`config.mk`:
```
export PLATFORM = sky130hd
export DESIGN_NAME = oc_stream_rr_arbiter
export DESIGN_NICKNAME = d
export VERILOG_FILES = /design/src/rtl/oc_arb_pkg.sv /design/src/rtl/oc_stream_rr_arbiter_pick.sv /design/src/rtl/oc_stream_rr_arbiter.sv
export SDC_FILE = /design/constraint.sdc
export NUM_CORES = 1
export LEC_CHECK = 0
export ABC_AREA = 1
export BUFFER_PORTS_ARGS = -buffer_cell sky130_fd_sc_hd__buf_2
export CAP_MARGIN = 20
export CORE_MARGIN = 8
export CORE_UTILIZATION = 44
export CTS_CLUSTER_DIAMETER = 200
export DETAILED_ROUTE_END_ITERATION = 8
export PLACE_DENSITY = 0.91
export SYNTH_ARGS = -nofsm -noshare
export SYNTH_HDL_FRONTEND = slang
export SYNTH_SLANG_ARGS = --single-unit
```
`constraint.sdc`:
```
create_clock -name clock -period 2.8 [get_ports clock]
set_input_delay 0.7 -clock clock [delete_from_list [all_inputs] [get_ports clock]]
set_output_delay 0.7 -clock clock [all_outputs]
set_load 0.005 [all_outputs]
```
`src/rtl/oc_arb_pkg.sv`:
```
// Shared types and helpers for the oc stream arbiters.
package oc_arb_pkg;

  // Arbiter control state: free search or burst lock held by lastGrant.
  typedef enum logic {
    IDLE   = 1'b0,
    LOCKED = 1'b1
  } arbState_t;

  localparam int MaxInputs   = 16;
  localparam int MaxSelWidth = 4;

  typedef struct packed {
    logic                   found;
    logic [MaxSelWidth-1:0] index;
  } pick_t;

  // Rotating priority search: first set bit of req strictly after lastGrant,
  // wrapping modulo inputs, so lastGrant itself is considered last.
  function automatic pick_t RoundRobinPick(input logic [MaxInputs-1:0]   req,
                                           input logic [MaxSelWidth-1:0] lastGrant,
                                           input int                     inputs);
    pick_t result;
    int    idx;
    result = '0;
    // Walk from the farthest candidate to the nearest so the nearest hit wins.
    for (int k = MaxInputs; k >= 1; k--) begin
      if (k <= inputs) begin
        idx = (int'(lastGrant) + k) % inputs;
        if (req[idx[MaxSelWidth-1:0]]) begin
          result.found = 1'b1;
          result.index = idx[MaxSelWidth-1:0];
        end
      end
    end
    return result;
  endfunction

endpackage

```
`src/rtl/oc_stream_rr_arbiter_pick.sv`:
```
// Combinational priority rotator: request vector plus last grant in,
// next grant index and found flag out.
module oc_rr_pick
  import oc_arb_pkg::*;
#(
  parameter  int Inputs   = 4,
  localparam int SelWidth = $clog2(Inputs)
) (
  input  logic [Inputs-1:0]   req,
  input  logic [SelWidth-1:0] lastGrant,
  output logic [SelWidth-1:0] grant,
  output logic                found
);

  logic [MaxInputs-1:0]   reqWide;
  logic [MaxSelWidth-1:0] lastWide;
  pick_t                  pick;

  // Widen to the package helper's fixed size and narrow the result back.
  always_comb begin
    reqWide                 = '0;
    reqWide[Inputs-1:0]     = req;
    lastWide                = '0;
    lastWide[SelWidth-1:0]  = lastGrant;
    pick                    = RoundRobinPick(reqWide, lastWide, Inputs);
    grant                   = pick.index[SelWidth-1:0];
    found                   = pick.found;
  end

endmodule

```
`src/rtl/oc_stream_rr_arbiter.sv`:
```
// Round-robin merge of several valid/ready streams into one registered
// output stream, with an optional burst lock of up to MaxBurst beats.
module oc_stream_rr_arbiter
  import oc_arb_pkg::*;
#(
  parameter  type Type     = logic [31:0],
  parameter  int  Inputs   = 4,
  parameter  int  MaxBurst = 1,
  localparam int  SelWidth = $clog2(Inputs)
) (
  input  logic                clock,
  input  logic                reset,
  input  Type                 inData [Inputs],
  input  logic [Inputs-1:0]   inValid,
  output logic [Inputs-1:0]   inReady,
  input  logic [Inputs-1:0]   inEnable,
  output Type                 outData,
  output logic                outValid,
  input  logic                outReady,
  output logic [SelWidth-1:0] outSource,
  output logic                burstActive
);

  localparam logic [7:0] BurstLimit = 8'(MaxBurst);
  localparam arbState_t  GrantState = (MaxBurst > 1) ? LOCKED : IDLE;

  arbState_t           state, stateNext;
  logic [SelWidth-1:0] lastGrant, lastGrantNext;
  logic [SelWidth-1:0] grant, pickIdx;
  logic [7:0]          burstCount, burstCountNext;
  logic [Inputs-1:0]   req;
  logic                load, grantValid, pickFound, keepLock;

  oc_rr_pick #(.Inputs(Inputs)) picker (
    .req       (req),
    .lastGrant (lastGrant),
    .grant     (pickIdx),
    .found     (pickFound)
  );

  // Grant decision: continue a live burst, otherwise rotate from lastGrant+1.
  always_comb begin
    load           = !outValid || outReady;
    req            = inValid & inEnable;
    keepLock       = (state == LOCKED) && req[lastGrant] && (burstCount < BurstLimit);
    grantValid     = 1'b0;
    grant          = lastGrant;
    lastGrantNext  = lastGrant;
    burstCountNext = burstCount;
    stateNext      = state;
    // No handshakes are offered while reset is held.
    if (reset && load) begin
      if (keepLock) begin
        grantValid     = 1'b1;
        burstCountNext = burstCount + 8'd1;
      end else if (pickFound) begin
        grantValid     = 1'b1;
        grant          = pickIdx;
        lastGrantNext  = pickIdx;
        burstCountNext = 8'd1;
        stateNext      = GrantState;
      end else begin
        stateNext      = IDLE;
      end
    end
  end

  // One-hot ready to the granted requester only.
  always_comb begin
    inReady = '0;
    for (int i = 0; i < Inputs; i++) begin
      inReady[i] = grantValid && (grant == SelWidth'(i));
    end
  end

  // Output register stage and arbitration state; everything holds under stall.
  always_ff @(posedge clock or negedge reset) begin
    if (!reset) begin
      state      <= IDLE;
      lastGrant  <= SelWidth'(Inputs - 1);
      burstCount <= '0;
      outValid   <= 1'b0;
      outData    <= '0;
      outSource  <= '0;
    end else if (load) begin
      state      <= stateNext;
      lastGrant  <= lastGrantNext;
      burstCount <= burstCountNext;
      outValid   <= grantValid;
      if (grantValid) begin
        outData   <= inData[grant];
        outSource <= grant;
      end
    end
  end

  assign burstActive = (state == LOCKED);

  // Handshake sanity checks for simulation.
  inReadyOneHot: assert property (@(posedge clock) disable iff (!reset)
    $onehot0(inReady));
  inReadyEnabledOnly: assert property (@(posedge clock) disable iff (!reset)
    (inReady & ~inEnable) == '0);
  outStableOnStall: assert property (@(posedge clock) disable iff (!reset)
    (outValid && !outReady) |=> ($stable(outData) && $stable(outSource)));

endmodule

```
== After elaboration in Yosys (flattened, before gate mapping) ==
Cells that the tools add are included.

* $mul: 0
* Div/mod/pow operators: 0
* Bitwise operators: 6
* Muxes and demuxes: 19
* Shift operators: 0
* Magnitude comparators: 5
* Reduce and logical (&&, ||, !) cells: 13
* Add/subtract/negate cells: 4
* Eq/ne operators: 3

{| class="wikitable"
|+ Operators with widths
! operator !! number
|-
| 32-bit binary-select mux with 2-bit select || 1
|-
| 32-bit 2-to-1 mux || 2
|-
| 4-bit by 5-bit < comparator with 1-bit output, second input constant || 4
|-
| 5-bit 2-to-1 mux || 4
|-
| 1-bit binary-select mux with 3-bit select || 4
|-
| 2-bit OR reduction || 4
|-
| 1-bit 2-to-1 mux || 6
|-
| 1-bit logical AND || 5
|-
| 2-bit by 1-bit adder with 2-bit output, second input constant || 2
|-
| 2-bit adder, second input constant || 2
|-
| 1-bit AND, first input constant || 4
|-
| 4-bit AND || 1
|-
| 2-bit equality test, second input constant || 2
|-
| 2-bit 2-to-1 mux || 2
|-
| 3-bit greater-or-equal comparator, second input constant || 1
|-
| 2-bit NOT with 3-bit output || 1
|-
| 2-bit by 1-bit equality test with 1-bit output, second input constant || 1
|-
| 2-bit zero test || 1
|-
| 2-bit AND reduction || 1
|-
| 1-bit zero test || 1
|-
| 1-bit logical OR || 1
|}

* Bits in read-only memories: 0
* Input port bits: 139
* RAM bits: 0
* Register bits: 37
* Memories: 0
* Bits in latches: 0
* Logic and storage cells: 54
* Output and inout port bits: 40

== Depth between registers and ports, before layout ==
* Depth after elaboration: 15
* Depth in mapped cells: 19
* Mapped depth without buffers: 17

== Modules after synthesis ==
A second synthesis with hierarchy kept.

* Cells, all modules: 619
* Area, all modules: 3525.9 µm²

{| class="wikitable"
|+ Modules (own cells, without submodules)
! module !! area each (µm²) !! cells each !! sequential area each (µm²) !! instances
|-
| oc_stream_rr_arbiter || 3276.9 || 570 || 928.4 || 1
|-
| oc_rr_pick || 249.0 || 49 || 0.0 || 1
|}

== Worst setup path after synthesis ==
No wires, ideal clock.

* Kind: input port to output port
* From: input port inValid[3]
* To: output port inReady[2]
* Setup slack: 129 ps
* Path buffers: 1
* Stages on the path: 10
* Data required time: 2100 ps
* Arrival: 1971 ps
* Path through: nand2_1 > nand2_1 > nand2_1 > nand2_2 > nor3_4 > nor2_8 > o21ai_2 > inv_2 > buf_4 > nor3_1

* Word-level cells in the longest chain between the ends: 11
* Elaborated cells on any way between the ends: 19
* Classes of those cells: eq/ne (1); mux (16); bitwise (1); reduce/logical (1)

{| class="wikitable"
|+ RTL lines
! element !! RTL line !! text
|-
| start, declared || oc_stream_rr_arbiter.sv:14 || <nowiki>input logic [Inputs-1:0] inValid,</nowiki>
|-
| 4-bit AND (*) || oc_stream_rr_arbiter.sv:44 || <nowiki>req = inValid & inEnable;</nowiki>
|-
| 1-bit binary-select mux with 3-bit select || oc_arb_pkg.sv:30 || <nowiki>if (req[idx[MaxSelWidth-1:0]]) begin</nowiki>
|-
| 1-bit 2-to-1 mux (not written as such) || oc_arb_pkg.sv:30 ||
|-
| 5-bit 2-to-1 mux (3 in series) || oc_arb_pkg.sv:30 ||
|-
| 5-bit 2-to-1 mux (*) || oc_arb_pkg.sv:30 ||
|-
| 2-bit 2-to-1 mux || -- ||
|-
| 2-bit 2-to-1 mux || oc_stream_rr_arbiter.sv:52 || <nowiki>if (reset && load) begin</nowiki>
|-
| 2-bit equality test || oc_stream_rr_arbiter.sv:72 || <nowiki>inReady[i] = grantValid && (grant == SelWidth'(i));</nowiki>
|-
| 1-bit logical AND (*) || oc_stream_rr_arbiter.sv:72 ||
|-
| end, declared || oc_stream_rr_arbiter.sv:15 || <nowiki>output logic [Inputs-1:0] inReady,</nowiki>
|}

Mark *: on every way between the ends. The rest lies on a longest branch, timed or not. The select of a mux whose other input is x is not followed.

== Worst setup path after layout ==
* From: register lastGrant[0]
* To: output port inReady[3]

* Word-level cells in the longest chain between the ends: 13
* Elaborated cells on any way between the ends: 30
* Classes of those cells: add/sub (4); eq/ne (1); mux (16); bitwise (4); reduce/logical (5)

{| class="wikitable"
|+ RTL lines
! element !! RTL line !! text
|-
| start, declared || oc_stream_rr_arbiter.sv:28 || <nowiki>logic [SelWidth-1:0] lastGrant, lastGrantNext;</nowiki>
|-
| start signal, assigned || oc_stream_rr_arbiter.sv:80 || <nowiki>lastGrant <= SelWidth'(Inputs - 1);</nowiki>
|-
| start signal, assigned || oc_stream_rr_arbiter.sv:87 || <nowiki>lastGrant <= lastGrantNext;</nowiki>
|-
| 2-bit by 1-bit adder with 2-bit output || oc_arb_pkg.sv:29 || <nowiki>idx = (int'(lastGrant) + k) % inputs;</nowiki>
|-
| 2-bit OR reduction (no source line) || -- ||
|-
| 1-bit AND (no source line) || -- ||
|-
| 1-bit binary-select mux with 3-bit select || oc_arb_pkg.sv:30 ||
|-
| 1-bit 2-to-1 mux (not written as such) || oc_arb_pkg.sv:30 ||
|-
| 5-bit 2-to-1 mux (4 in series) || oc_arb_pkg.sv:30 ||
|-
| 2-bit 2-to-1 mux || -- ||
|-
| 2-bit 2-to-1 mux || oc_stream_rr_arbiter.sv:52 ||
|-
| 2-bit equality test || oc_stream_rr_arbiter.sv:72 ||
|-
| 1-bit logical AND (*) || oc_stream_rr_arbiter.sv:72 ||
|}

Marks and branches as above.

==> reports/metrics.csv <==
metric,value,unit
pin count of the biggest net entering global routing,66,
DRC Markers,0,
cell type with the largest total area after synthesis,nand2_1,
Vias,3780,
drt total wl,10.1,mm
post-route cell area,0.00419,sq mm
die height,98.8,um
clock sink total,37,
Cells after Synth,527,
Worst path top cell family by delay,simple AND/OR/NAND/NOR gates,
standard-cell rows,30,
Hold Buf Count CTS,0,
Non-Filler Instances,777,
outcome,finished with violations,
Hold Path Class,in -> async,
Post-Synth XOR/XNOR Area,0.581,%
YS warnings,0,
Worst setup EP type,output port,
Initial Utilization,44.8,%
number of global-route vias before repair,3752,
DRT iter0 DRCs,132,
Final GP Congestion,0.850,
root buf cell,clkbuf_8,
CP required,2100,ps
max_cap viols,0,
gr ovfl total,0,
top post-synthesis cells by area,"nand2_1 44%, dfrtp_1 29%, nand3_1 12%",
worst-case reg-to-reg path depth,15,
sequential cell area fraction in the yosys report,30.8,%
Levels on crit path,12,
Crit path largest cell delay,620,ps
final net count,835,
I/O pin cnt,179,
dpl hpwl,7.52,mm
"CTS clk-pin slew, worst paths",80,ps
crit-path most repeated cell,o21ai_4,
min Tclk post-route,2890,ps
Worst Tran Pin Value,630,ps
dpl cells,760,
mapped cell area,0.00301,sq mm
Final ANT Viol Nets,0,
area of the multi-input gates,0.00193,sq mm
R2R Path Start,lastGrant[0]$_DFFE_PN1N_,
CP cell instances,buf_6 -> nand3_4 -> o21ai_4 -> nor3_4 -> nor2_8 -> inv_4 -> nor2_1 -> nand2_1 -> o21ai_4 -> inv_2 -> nor3_2 -> buf_2,
TritonCTS buffer count,5,
Setup crit start kind,register,
final hold violation count,0,
Syn Area/Cell,5.72,sq um
Critical-path top delay cell,dfstp_2,
flop-to-flop setup slack,250,ps
RSZ-0062 raised after global routing,yes,
Layout area overhead,39.2,%
largest family of logic cells by synthesized area,simple AND/OR/NAND/NOR gates,
CORE AREA,0.00672,sq mm
Wirelength per Cell,13.0,um
Syn Nets,666,
crit-path max FO,6,
mux cell area share after synthesis,0,%
Longest Clk Path Bufs,2,
first-pass GRT wire length,16.6,mm
filler cell count,624,
simple-gate share of the synthesized area,59.4,%
top cell type's share of synthesized area,44.2,%
PD cells,1150,mW/mm^2
Final setup viols,4,
via density per instance,4.86,
post-synth cell types,21,
CTS tree,done,
Yosys reg bits,37,
fin crit share,103,%
Post-Synth Adder-Cell Area,0,%
Fmax,0.346,GHz
Synth Area in Compound Gates,0.581,%
"Slew Viols, Final",0,
# H-tree levels,2,
n_diodes,0,
Slew HR,58.0,%
WP data arrival,2190,ps
number of port buffers,177,
"Buf+Inv Stages, Crit Path",4,
initial antenna violation count,0,
RR Endpoint,outData[31]$_DFFE_PN0P_,
overall power,4830,uW
width of the chip,98.8,um
Tot GR Track Use,20.2,%
Setup Crit Path Kind,reg -> out,
Final Skew,9.48,ps
Die ar.,0.00975,sq mm
failing checks,setup timing,
Placed Area,0.00387,sq mm
maximum vdd drop,0.709,mV
Leakage,0.00268,uW
Pre-antenna DRT Iters,5,
register area,928,sq um
Clock Latency Late Sink,290,ps
layout cells sized above 1,33.6,%
setup ws final,-86.4,ps
==> registers in the layout, indices dropped and copies added (netlist names) <==
name / cells
lastGrant: 2
outData: 32
outSource: 2
outValid: 1
==> worst max-delay path by stage <==
stage	start	slack, ps	endpoint
floorplan	inValid[3]	130	inReady[2]
global placement	inValid[3]	90	inReady[1]
detailed placement	inValid[3]	20	inReady[0]
CTS	lastGrant[0]$_DFFE_PN1N_	-10	inReady[3]
global route	lastGrant[0]$_DFFE_PN1N_	-220	inReady[3]
finish	lastGrant[0]$_DFFE_PN1N_	-90	inReady[3]
==> layout make-up <==
type	count	share of cell area, %
Multi-Input combinational cell	446	46.1
Timing Repair Buffer	198	25.4
Sequential cell	37	22.1
Tap cell	80	2.39
Clock buffer	5	1.64
Clock inverter	3	1.55
Inverter	8	0.776
==> metrics by stage <==
step                      hold WS, ps  TNS, ps  utilization [%]  worst slack (ps)
after floorplan                   404        0                -               129
after global placement            457        0             57.6              91.3
after detailed placement          460        0             57.6              20.5
after CTS                         481    -33.1             61.2             -11.9
after global routing              503     -736             62.4              -224
final                             479     -245             62.4             -86.4
==> where the power goes <==
part           internal [uW]  switching [uW]
logic                   1250            2080
registers                795             156
clock network            354             192
==> worst reg2reg max path: cells and delay by family, from the launching register on <==
| kind | cells | cell delay [ps] |
|---|---|---|
| simple gates | 11 | 990 |
| buf+inv | 3 | 710 |
| xor+xnor | 1 | 180 |
| flops | 1 | 620 |
==> cell families after synthesis <==
group	Yosys count
flops	37
simple gates	441
compound gates	2
other cells	1
xor+xnor	2
buf+inv	44
==> metal layers <==
layer  global-route usage (%)  vias up  part of all wire, %
met1                     22.4     1648                   41
li1                         -     1961                    -
met2                     36.2      152                   50
met5                        0        -                    0
met4                     6.14        0                  1.9
met3                     5.99       19                  6.9
==> cells in the final DEF (no fill, tap or decap) <==
cell,n
buf_12,1
buf_2,177
buf_4,18
buf_6,2
bufinv_16,2
clkbuf_8,5
clkinv_2,1
conb_1,1
dfrtp_1,35
dfstp_2,2
inv_1,3
inv_2,4
inv_4,1
nand2_1,350
nand2_2,6
nand2_4,2
nand3_1,69
nand3_2,1
nand3_4,2
nand4_1,1
nor2_1,2
nor2_2,2
nor2_8,1
nor3_1,1
nor3_2,3
nor3_4,1
o21ai_4,2
xnor2_1,1
xor2_4,1
==> synthesized netlist by cell type (all sizes together) <==
master	instances
xnor2	1
conb	1
dfstp	2
nand4	1
nand2	358
nand3	72
nor3	5
buf	33
clkbuf	3
o21ai	2
inv	8
nor2	5
xor2	1
dfrtp	35
==> timing repair <==
item / 4_1_cts / 5_1_grt
endpoints found under the setup margin: 4 / 8
pin swaps: 9 / 6
setup buffers: 7 / 2
resized for setup: 13 / 11
Note: power is estimated with default switching activity, not from simulation.
